--- src/rtl/dmem_port_arbiter_if.sv ---
// dmem_port_arbiter_if: request, memory-side and completion signals of the
// data-memory port arbiter. slave = arbiter side, master = environment side.
interface dmem_port_arbiter_if #(
   parameter int unsigned ROB_DEPTH = 32,
   parameter int unsigned BMASK_W   = 4
);
   localparam int unsigned RW = $clog2(ROB_DEPTH);
   localparam int unsigned BW = $clog2(BMASK_W);

   // store FIFO head
   logic               st_req_valid;
   logic               st_req_ready;
   logic [31:0]        st_req_addr;
   logic [31:0]        st_req_wdata;
   logic [3:0]         st_req_wmask;
   logic [RW-1:0]      st_req_rob_idx;
   logic [BMASK_W-1:0] st_req_bmask;

   // load queue
   logic               ld_req_valid;
   logic               ld_req_ready;
   logic [31:0]        ld_req_addr;
   logic [3:0]         ld_req_rmask;
   logic [RW-1:0]      ld_req_rob_idx;
   logic [BMASK_W-1:0] ld_req_bmask;

   // ROB head and branch resolution
   logic [RW-1:0]      rob_head_idx;
   logic               br_broadcast;
   logic               br_mispred;
   logic [BW-1:0]      br_bit;

   // data memory
   logic [31:0]        dmem_addr;
   logic [31:0]        dmem_wdata;
   logic [3:0]         dmem_rmask;
   logic [3:0]         dmem_wmask;
   logic               dmem_resp;
   logic [31:0]        dmem_rdata;

   // completions
   logic               ld_resp_valid;
   logic [31:0]        ld_resp_rdata;
   logic [RW-1:0]      ld_resp_rob_idx;
   logic               st_done_valid;
   logic [RW-1:0]      st_done_rob_idx;
   logic               busy;

   modport slave (
      input  st_req_valid, st_req_addr, st_req_wdata, st_req_wmask,
             st_req_rob_idx, st_req_bmask,
      input  ld_req_valid, ld_req_addr, ld_req_rmask, ld_req_rob_idx,
             ld_req_bmask,
      input  rob_head_idx, br_broadcast, br_mispred, br_bit,
      input  dmem_resp, dmem_rdata,
      output st_req_ready, ld_req_ready,
      output dmem_addr, dmem_wdata, dmem_rmask, dmem_wmask,
      output ld_resp_valid, ld_resp_rdata, ld_resp_rob_idx,
      output st_done_valid, st_done_rob_idx, busy
   );

   modport master (
      output st_req_valid, st_req_addr, st_req_wdata, st_req_wmask,
             st_req_rob_idx, st_req_bmask,
      output ld_req_valid, ld_req_addr, ld_req_rmask, ld_req_rob_idx,
             ld_req_bmask,
      output rob_head_idx, br_broadcast, br_mispred, br_bit,
      output dmem_resp, dmem_rdata,
      input  st_req_ready, ld_req_ready,
      input  dmem_addr, dmem_wdata, dmem_rmask, dmem_wmask,
      input  ld_resp_valid, ld_resp_rdata, ld_resp_rob_idx,
      input  st_done_valid, st_done_rob_idx, busy
   );
endinterface

--- src/rtl/dmem_port_arbiter.sv ---
// dmem_port_arbiter: single-port data-memory arbiter between the store FIFO
// head and the out-of-order load queue. One request at a time is held on
// dmem_* until dmem_resp; a mispredict squashes an in-flight load without
// breaking the memory handshake. Completions are registered 1-cycle pulses.
// Optional feature macro: DMEM_ARB_STARVE_GUARD_EN -- after STARVE_LIMIT
// consecutive store grants that bypassed a waiting load, the load wins.
module dmem_port_arbiter #(
   parameter int unsigned ROB_DEPTH    = 32,
   parameter int unsigned BMASK_W      = 4,
   parameter int unsigned STARVE_LIMIT = 4
) (
   input logic                clk,
   input logic                rst,
   dmem_port_arbiter_if.slave bus
);
   localparam int unsigned RW = $clog2(ROB_DEPTH);

   typedef enum logic [1:0] {
      IDLE   = 2'd0,
      BUSY   = 2'd1,
      SQUASH = 2'd2
   } state_e;

   if (STARVE_LIMIT == 0) begin : g_limit_chk
      $error("STARVE_LIMIT must be at least 1");
   end

   state_e             state_q;
   logic [31:0]        addr_q;
   logic [31:0]        wdata_q;
   logic [3:0]         rmask_q;
   logic [3:0]         wmask_q;
   logic [RW-1:0]      rob_idx_q;
   logic [BMASK_W-1:0] bmask_q;
   logic               is_store_q;

   logic               ld_resp_valid_q;
   logic [31:0]        ld_resp_rdata_q;
   logic [RW-1:0]      ld_resp_rob_idx_q;
   logic               st_done_valid_q;
   logic [RW-1:0]      st_done_rob_idx_q;

   logic               st_elig;
   logic               ld_kill;
   logic               ld_elig;
   logic               held_hit;
   logic               slot;
   logic               grant_st;
   logic               grant_ld;
   logic               kill_ld;
   logic               resp_ok;
   logic               favour_ld;
   logic [BMASK_W-1:0] res_clr;

`ifdef DMEM_ARB_STARVE_GUARD_EN
   localparam int unsigned CW = $clog2(STARVE_LIMIT) + 1;
   logic [CW-1:0] starve_q;

   // Count store grants that bypassed a waiting load; saturate at the limit.
   always_ff @(posedge clk or posedge rst) begin
      if (rst) begin
         starve_q <= '0;
      end else if (grant_st) begin
         if (!bus.ld_req_valid)
            starve_q <= '0;
         else if (starve_q < CW'(STARVE_LIMIT))
            starve_q <= starve_q + 1'b1;
      end else if (grant_ld) begin
         starve_q <= '0;
      end
   end

   // Once the limit is reached the next grant goes to an eligible load.
   always_comb favour_ld = (starve_q >= CW'(STARVE_LIMIT));
`else
   // Strict store priority.
   always_comb favour_ld = 1'b0;
`endif

   // Eligibility, squash detection and grant selection for this cycle.
   always_comb begin
      res_clr = '0;
      if (bus.br_broadcast && !bus.br_mispred)
         res_clr[bus.br_bit] = 1'b1;
      st_elig  = bus.st_req_valid && (bus.st_req_rob_idx == bus.rob_head_idx);
      ld_kill  = bus.br_broadcast && bus.br_mispred && bus.ld_req_bmask[bus.br_bit];
      ld_elig  = bus.ld_req_valid && !ld_kill;
      held_hit = (state_q == BUSY) && !is_store_q && bus.br_broadcast &&
                 bus.br_mispred && bmask_q[bus.br_bit];
      // A response that coincides with squashing the held load is dropped
      // and does not open a grant slot.
      slot     = (state_q == IDLE) || (bus.dmem_resp && !held_hit);
      resp_ok  = (state_q == BUSY) && bus.dmem_resp && !held_hit;
      grant_st = slot && st_elig && !(favour_ld && ld_elig);
      grant_ld = slot && ld_elig && !grant_st;
      kill_ld  = slot && bus.ld_req_valid && ld_kill;
   end

   // Sequencer: grant, hold, squash, and completion pulses.
   always_ff @(posedge clk or posedge rst) begin
      if (rst) begin
         state_q           <= IDLE;
         addr_q            <= '0;
         wdata_q           <= '0;
         rmask_q           <= '0;
         wmask_q           <= '0;
         rob_idx_q         <= '0;
         bmask_q           <= '0;
         is_store_q        <= 1'b0;
         ld_resp_valid_q   <= 1'b0;
         ld_resp_rdata_q   <= '0;
         ld_resp_rob_idx_q <= '0;
         st_done_valid_q   <= 1'b0;
         st_done_rob_idx_q <= '0;
      end else begin
         ld_resp_valid_q <= 1'b0;
         st_done_valid_q <= 1'b0;
         if (resp_ok) begin
            if (is_store_q) begin
               st_done_valid_q   <= 1'b1;
               st_done_rob_idx_q <= rob_idx_q;
            end else begin
               ld_resp_valid_q   <= 1'b1;
               ld_resp_rdata_q   <= bus.dmem_rdata;
               ld_resp_rob_idx_q <= rob_idx_q;
            end
         end

         if (grant_st) begin
            state_q    <= BUSY;
            addr_q     <= bus.st_req_addr;
            wdata_q    <= bus.st_req_wdata;
            rmask_q    <= '0;
            wmask_q    <= bus.st_req_wmask;
            rob_idx_q  <= bus.st_req_rob_idx;
            bmask_q    <= bus.st_req_bmask & ~res_clr;
            is_store_q <= 1'b1;
         end else if (grant_ld) begin
            state_q    <= BUSY;
            addr_q     <= bus.ld_req_addr;
            wdata_q    <= '0;
            rmask_q    <= bus.ld_req_rmask;
            wmask_q    <= '0;
            rob_idx_q  <= bus.ld_req_rob_idx;
            bmask_q    <= bus.ld_req_bmask & ~res_clr;
            is_store_q <= 1'b0;
         end else if ((state_q != IDLE) && bus.dmem_resp) begin
            state_q    <= IDLE;
            addr_q     <= '0;
            wdata_q    <= '0;
            rmask_q    <= '0;
            wmask_q    <= '0;
            rob_idx_q  <= '0;
            bmask_q    <= '0;
            is_store_q <= 1'b0;
         end else if (state_q == BUSY) begin
            bmask_q <= bmask_q & ~res_clr;
            if (held_hit)
               state_q <= SQUASH;
         end
      end
   end

   assign bus.st_req_ready    = grant_st;
   assign bus.ld_req_ready    = grant_ld || kill_ld;
   assign bus.dmem_addr       = addr_q;
   assign bus.dmem_wdata      = wdata_q;
   assign bus.dmem_rmask      = rmask_q;
   assign bus.dmem_wmask      = wmask_q;
   assign bus.ld_resp_valid   = ld_resp_valid_q;
   assign bus.ld_resp_rdata   = ld_resp_rdata_q;
   assign bus.ld_resp_rob_idx = ld_resp_rob_idx_q;
   assign bus.st_done_valid   = st_done_valid_q;
   assign bus.st_done_rob_idx = st_done_rob_idx_q;
   assign bus.busy            = (state_q != IDLE);
endmodule

--- src/flat_wrapper.sv ---
// flat-port wrapper written by rule: the top's interface ports become plain ports
module dmem_port_arbiter_flat 
#(
   parameter int unsigned ROB_DEPTH    = 32,
   parameter int unsigned BMASK_W      = 4,
   parameter int unsigned STARVE_LIMIT = 4
)
  (clk, rst, bus_st_req_valid, bus_st_req_addr, bus_st_req_wdata, bus_st_req_wmask, bus_st_req_rob_idx, bus_st_req_bmask, bus_ld_req_valid, bus_ld_req_addr, bus_ld_req_rmask, bus_ld_req_rob_idx, bus_ld_req_bmask, bus_rob_head_idx, bus_br_broadcast, bus_br_mispred, bus_br_bit, bus_dmem_resp, bus_dmem_rdata, bus_st_req_ready, bus_ld_req_ready, bus_dmem_addr, bus_dmem_wdata, bus_dmem_rmask, bus_dmem_wmask, bus_ld_resp_valid, bus_ld_resp_rdata, bus_ld_resp_rob_idx, bus_st_done_valid, bus_st_done_rob_idx, bus_busy);
  dmem_port_arbiter_if #(.ROB_DEPTH(ROB_DEPTH), .BMASK_W(BMASK_W)) bus_i ();
  input logic clk;
  input logic rst;
  input wire logic [$bits(bus_i.st_req_valid)-1:0] bus_st_req_valid;
  input wire logic [$bits(bus_i.st_req_addr)-1:0] bus_st_req_addr;
  input wire logic [$bits(bus_i.st_req_wdata)-1:0] bus_st_req_wdata;
  input wire logic [$bits(bus_i.st_req_wmask)-1:0] bus_st_req_wmask;
  input wire logic [$bits(bus_i.st_req_rob_idx)-1:0] bus_st_req_rob_idx;
  input wire logic [$bits(bus_i.st_req_bmask)-1:0] bus_st_req_bmask;
  input wire logic [$bits(bus_i.ld_req_valid)-1:0] bus_ld_req_valid;
  input wire logic [$bits(bus_i.ld_req_addr)-1:0] bus_ld_req_addr;
  input wire logic [$bits(bus_i.ld_req_rmask)-1:0] bus_ld_req_rmask;
  input wire logic [$bits(bus_i.ld_req_rob_idx)-1:0] bus_ld_req_rob_idx;
  input wire logic [$bits(bus_i.ld_req_bmask)-1:0] bus_ld_req_bmask;
  input wire logic [$bits(bus_i.rob_head_idx)-1:0] bus_rob_head_idx;
  input wire logic [$bits(bus_i.br_broadcast)-1:0] bus_br_broadcast;
  input wire logic [$bits(bus_i.br_mispred)-1:0] bus_br_mispred;
  input wire logic [$bits(bus_i.br_bit)-1:0] bus_br_bit;
  input wire logic [$bits(bus_i.dmem_resp)-1:0] bus_dmem_resp;
  input wire logic [$bits(bus_i.dmem_rdata)-1:0] bus_dmem_rdata;
  output wire logic [$bits(bus_i.st_req_ready)-1:0] bus_st_req_ready;
  output wire logic [$bits(bus_i.ld_req_ready)-1:0] bus_ld_req_ready;
  output wire logic [$bits(bus_i.dmem_addr)-1:0] bus_dmem_addr;
  output wire logic [$bits(bus_i.dmem_wdata)-1:0] bus_dmem_wdata;
  output wire logic [$bits(bus_i.dmem_rmask)-1:0] bus_dmem_rmask;
  output wire logic [$bits(bus_i.dmem_wmask)-1:0] bus_dmem_wmask;
  output wire logic [$bits(bus_i.ld_resp_valid)-1:0] bus_ld_resp_valid;
  output wire logic [$bits(bus_i.ld_resp_rdata)-1:0] bus_ld_resp_rdata;
  output wire logic [$bits(bus_i.ld_resp_rob_idx)-1:0] bus_ld_resp_rob_idx;
  output wire logic [$bits(bus_i.st_done_valid)-1:0] bus_st_done_valid;
  output wire logic [$bits(bus_i.st_done_rob_idx)-1:0] bus_st_done_rob_idx;
  output wire logic [$bits(bus_i.busy)-1:0] bus_busy;
  assign bus_i.st_req_valid = bus_st_req_valid;
  assign bus_i.st_req_addr = bus_st_req_addr;
  assign bus_i.st_req_wdata = bus_st_req_wdata;
  assign bus_i.st_req_wmask = bus_st_req_wmask;
  assign bus_i.st_req_rob_idx = bus_st_req_rob_idx;
  assign bus_i.st_req_bmask = bus_st_req_bmask;
  assign bus_i.ld_req_valid = bus_ld_req_valid;
  assign bus_i.ld_req_addr = bus_ld_req_addr;
  assign bus_i.ld_req_rmask = bus_ld_req_rmask;
  assign bus_i.ld_req_rob_idx = bus_ld_req_rob_idx;
  assign bus_i.ld_req_bmask = bus_ld_req_bmask;
  assign bus_i.rob_head_idx = bus_rob_head_idx;
  assign bus_i.br_broadcast = bus_br_broadcast;
  assign bus_i.br_mispred = bus_br_mispred;
  assign bus_i.br_bit = bus_br_bit;
  assign bus_i.dmem_resp = bus_dmem_resp;
  assign bus_i.dmem_rdata = bus_dmem_rdata;
  assign bus_st_req_ready = bus_i.st_req_ready;
  assign bus_ld_req_ready = bus_i.ld_req_ready;
  assign bus_dmem_addr = bus_i.dmem_addr;
  assign bus_dmem_wdata = bus_i.dmem_wdata;
  assign bus_dmem_rmask = bus_i.dmem_rmask;
  assign bus_dmem_wmask = bus_i.dmem_wmask;
  assign bus_ld_resp_valid = bus_i.ld_resp_valid;
  assign bus_ld_resp_rdata = bus_i.ld_resp_rdata;
  assign bus_ld_resp_rob_idx = bus_i.ld_resp_rob_idx;
  assign bus_st_done_valid = bus_i.st_done_valid;
  assign bus_st_done_rob_idx = bus_i.st_done_rob_idx;
  assign bus_busy = bus_i.busy;
  dmem_port_arbiter #(.ROB_DEPTH(ROB_DEPTH), .BMASK_W(BMASK_W), .STARVE_LIMIT(STARVE_LIMIT)) u_core (.clk(clk), .rst(rst), .bus(bus_i));
endmodule
--- config.mk ---
export PLATFORM = sky130hd
export DESIGN_NAME = dmem_port_arbiter_flat
export DESIGN_NICKNAME = d
export VERILOG_FILES = /design/src/rtl/dmem_port_arbiter_if.sv /design/src/rtl/dmem_port_arbiter.sv /design/src/flat_wrapper.sv
export SDC_FILE = /design/constraint.sdc
export NUM_CORES = 1
export LEC_CHECK = 0
export BUFFER_PORTS_ARGS = -buffer_cell sky130_fd_sc_hd__buf_2
export CAP_MARGIN = 0
export CORE_MARGIN = 10
export CORE_UTILIZATION = 24
export CTS_BUF_LIST = sky130_fd_sc_hd__clkbuf_8
export DETAILED_ROUTE_END_ITERATION = 10
export PLACE_DENSITY = 0.56
export SLEW_MARGIN = 20
export SYNTH_ARGS = -nofsm -noshare
export SYNTH_HDL_FRONTEND = slang
export SYNTH_SLANG_ARGS = --single-unit
--- constraint.sdc ---
create_clock -name clk -period 6.8 [get_ports clk]
set_input_delay 1.36 -clock clk [delete_from_list [all_inputs] [get_ports clk]]
set_output_delay 1.36 -clock clk [all_outputs]
set_load 0.01 [all_outputs]
==> flow_summary.yaml <==
placement:
  hpwl_mm: 13.7
  numPortBuffers: 286
  pre_cts_ws_ns: 1.88
  routabilityCongestion: 0.731
route:
  finalWirelength_mm: 18.7
  dr.pass1.iters: 4
  vias: 4487
  via_per_inst: 4.34
  drtIter0Drc: 270
  drc: 0
  routedWlPerCell_um: 18.1
  drtAntennaViolNets: 0
layout:
  drive_gt1_share_pct: 50.7
  area_delta_synth_final_pct: 36.8
  fill_cells: 2433
  final_nets: 869
timing:
  hold_viol: 0
  grt_setup_unrepaired: "false"
  setup_ws_ns: 1.90
  relSlewSlack_pct: 29.6
  setup_viol: 0
  fin_tns_setup_ns: 0
  worst_pin_slew_ns: 1.06
  fin_worst_skew_ns: 0.0141
  min_period_over_period_pct: 72.0
  drv_slew: 0
  min_period_ns: 4.90
  fmax_mhz: 204
  whs_ns: 0.482
outcome:
  status: "completed"
floorplan:
  die_h_um: 174
  start_util_pct: 24.4
  core_area_um2: 23400
  dieArea_um2: 30300
  core.rowCount: 56
  die_x_um: 174
  io_pins: 287
logic_synthesis:
  synth_top_cells_by_count: "dfrtp_1 (128), a22o_1 (43), mux2i_1 (41)"
  yosysUniqueCellTypes: 41
  ys_warn_count: 0
  ys_async_sr_fraction_pct: 100
  synthesis.area_um2: 5700
  synth_top_area_share_pct: 56.2
  synth_top_area_cell: "dfrtp_1"
  synth_seq_cells: 128
  yosysSeqAreaShare_pct: 56.2
  synth_nets: 590
  yosysMostFrequentCell: "dfrtp_1"
  synthCells: 422
  ys_top_cells_by_area: "dfrtp_1 (56%), mux2i_1 (7.2%), a22o_1 (6.6%)"
  synthFlopType: "dfrtp_1"
  syn_area_per_cell_um2: 13.5
  synth_edf_count: 0
global_routing:
  grt_pass1_vias: 4807
  antenna_found_initial: 3
  grt_pass1_wl_mm: 28.7
  grt_max_degree: 77
  grt-ovfl-total: 0
  grt_usage_pct: 12.0
clocking:
  path_clk_slew_ns: 0.09
  cts_resized: 0
  cts_tree: "built"
  insertion_delay_ns: 0.44
  cts_max_level: 4
  clockBufferDepth: 2
  cts_sinks: 128
  cts_setup_buffers: 0
  ctsRootBufferMaster: "clkbuf_8"
  cts_buffers: 17
  hold_buffers: 0
power_and_ir_drop:
  p_leak_nw: 4.22
  peakVddDrop_uv: 125
  powerDensity_nw_per_um2: 281
critical_path:
  cp.arrival_ns: 3.54
  cpLargestDelayFamily: "simple AND/OR/NAND/NOR gates"
  crit_required_ns: 5.44
  cp_num_buf_inv: 2
  startpoint_type: "input pin"
  crit_type: "input pin to primary output"
  cp_common_cell: "buf_2"
  crit_path_end_kind: "primary output"
  critical_path.max_stage_delay_ns: 0.70
  cp-startpoint: "bus_br_bit[0]"
  path_cells: "buf_2, mux4_2, nor3b_2, nand2b_2, a211oi_1, buf_2"
  rr_startpoint: "u_core.state_q[1]$_DFFE_PP0P_"
  cp_slowest_cell: "nand2b_2"
  path_max_fanout: 44
hold_path:
  hold_class: "flip-flop to flip-flop"
  hold_path_startpoint: "u_core.bus.ld_resp_rdata[19]$_DFFE_PP0P_"
run:
  drv_cap: 0
metrics by stage:
step / instances / power (mW) / utilization [%] / cell area [um^2]
floorplan: 422 / 1.27 / - / 5700
global placement: 1000 / 1.51 / 31.5 / 7360
detailed placement: 1000 / 1.52 / 31.5 / 7360
CTS: 1032 / 2.24 / 33.2 / 7770
global route: 1033 / 2.33 / 33.3 / 7800
finish: 1035 / 2.19 / 33.3 / 7800
cell type report:
type | instances | area (um^2) | area share, %
Clock buffer | 17 | 234 | 3.00
Sequential cell | 128 | 3200 | 41.1
Inverter | 10 | 40.0 | 0.513
Clock inverter | 15 | 170 | 2.18
Timing Repair Buffer | 292 | 1500 | 19.2
Tap cell | 319 | 399 | 5.12
Antenna cell | 2 | 5.00 | 0.0642
Multi-Input combinational cell | 252 | 2250 | 28.9
cell usage in the layout (no fill, tap or decap), types with 4 or more instances in the layout:
master	n
buf_4	5
mux2_2	23
inv_1	9
mux2i_1	41
and2_1	38
clkbuf_8	17
dfrtp_1	128
o2bb2ai_1	37
xor2_1	4
buf_2	286
nor2_1	4
nand2_1	5
a31oi_1	6
mux2_1	19
a22o_1	43
a31o_2	4
inv_6	8
power by group:
group / switching [mW] / leakage [nW] / total [mW] / internal [mW]
sequential: 0.0652 / 1.66 / 0.958 / 0.892
combinational: 0.295 / 2.35 / 0.537 / 0.243
clock: 0.359 / 0.207 / 0.698 / 0.339
total: 0.719 / 4.22 / 2.19 / 1.47
flip-flops by register name (all words and copies together) (netlist names), 2 cells and up:
name / cells
u_core.state_q: 2
u_core.bmask_q: 4
u_core.bus.ld_resp_rdata: 32
u_core.bus.dmem_wdata: 32
u_core.bus.dmem_rmask: 4
u_core.bus.dmem_wmask: 4
u_core.bus.dmem_addr: 32
u_core.bus.ld_resp_rob_idx: 5
u_core.bus.st_done_rob_idx: 5
u_core.rob_idx_q: 5
layer usage:
metal  track usage, %  wire [um]  up-vias
met5                0         32        -
met4             3.78        213        4
met3             4.88       1530       16
met2             19.3       9190      172
met1             14.5       7720     2182
li1                 -          -     2113
logic make-up (layout without fill, tap and decap cells):
group	Yosys count	in the layout	share of synthesized area, %
simple gates	62	62	6.89
other cells	0	2	0
mux	85	85	16.3
xor+xnor	5	5	0.768
flops	128	128	56.2
buf+inv	42	334	4.72
compound gates	100	100	15.2
final timing paths:
kind	end	slack [ns]	cells past startpoint
max	bus_ld_req_ready	1.90	6
max in group asynchronous	u_core.bus.ld_resp_rob_idx[3]$_DFFE_PP0P_	4.39	3
min reg2reg	u_core.bus.ld_resp_rdata[19]$_DFFE_PP0P_	0.48	1
min	u_core.bus.ld_resp_rdata[19]$_DFFE_PP0P_	0.48	1
min in group asynchronous	u_core.bus.ld_resp_rdata[8]$_DFFE_PP0P_	1.14	2
max reg2reg	u_core.bus.dmem_wmask[3]$_DFFE_PP0P_	3.72	7
(Power assumes the default switching activity.)
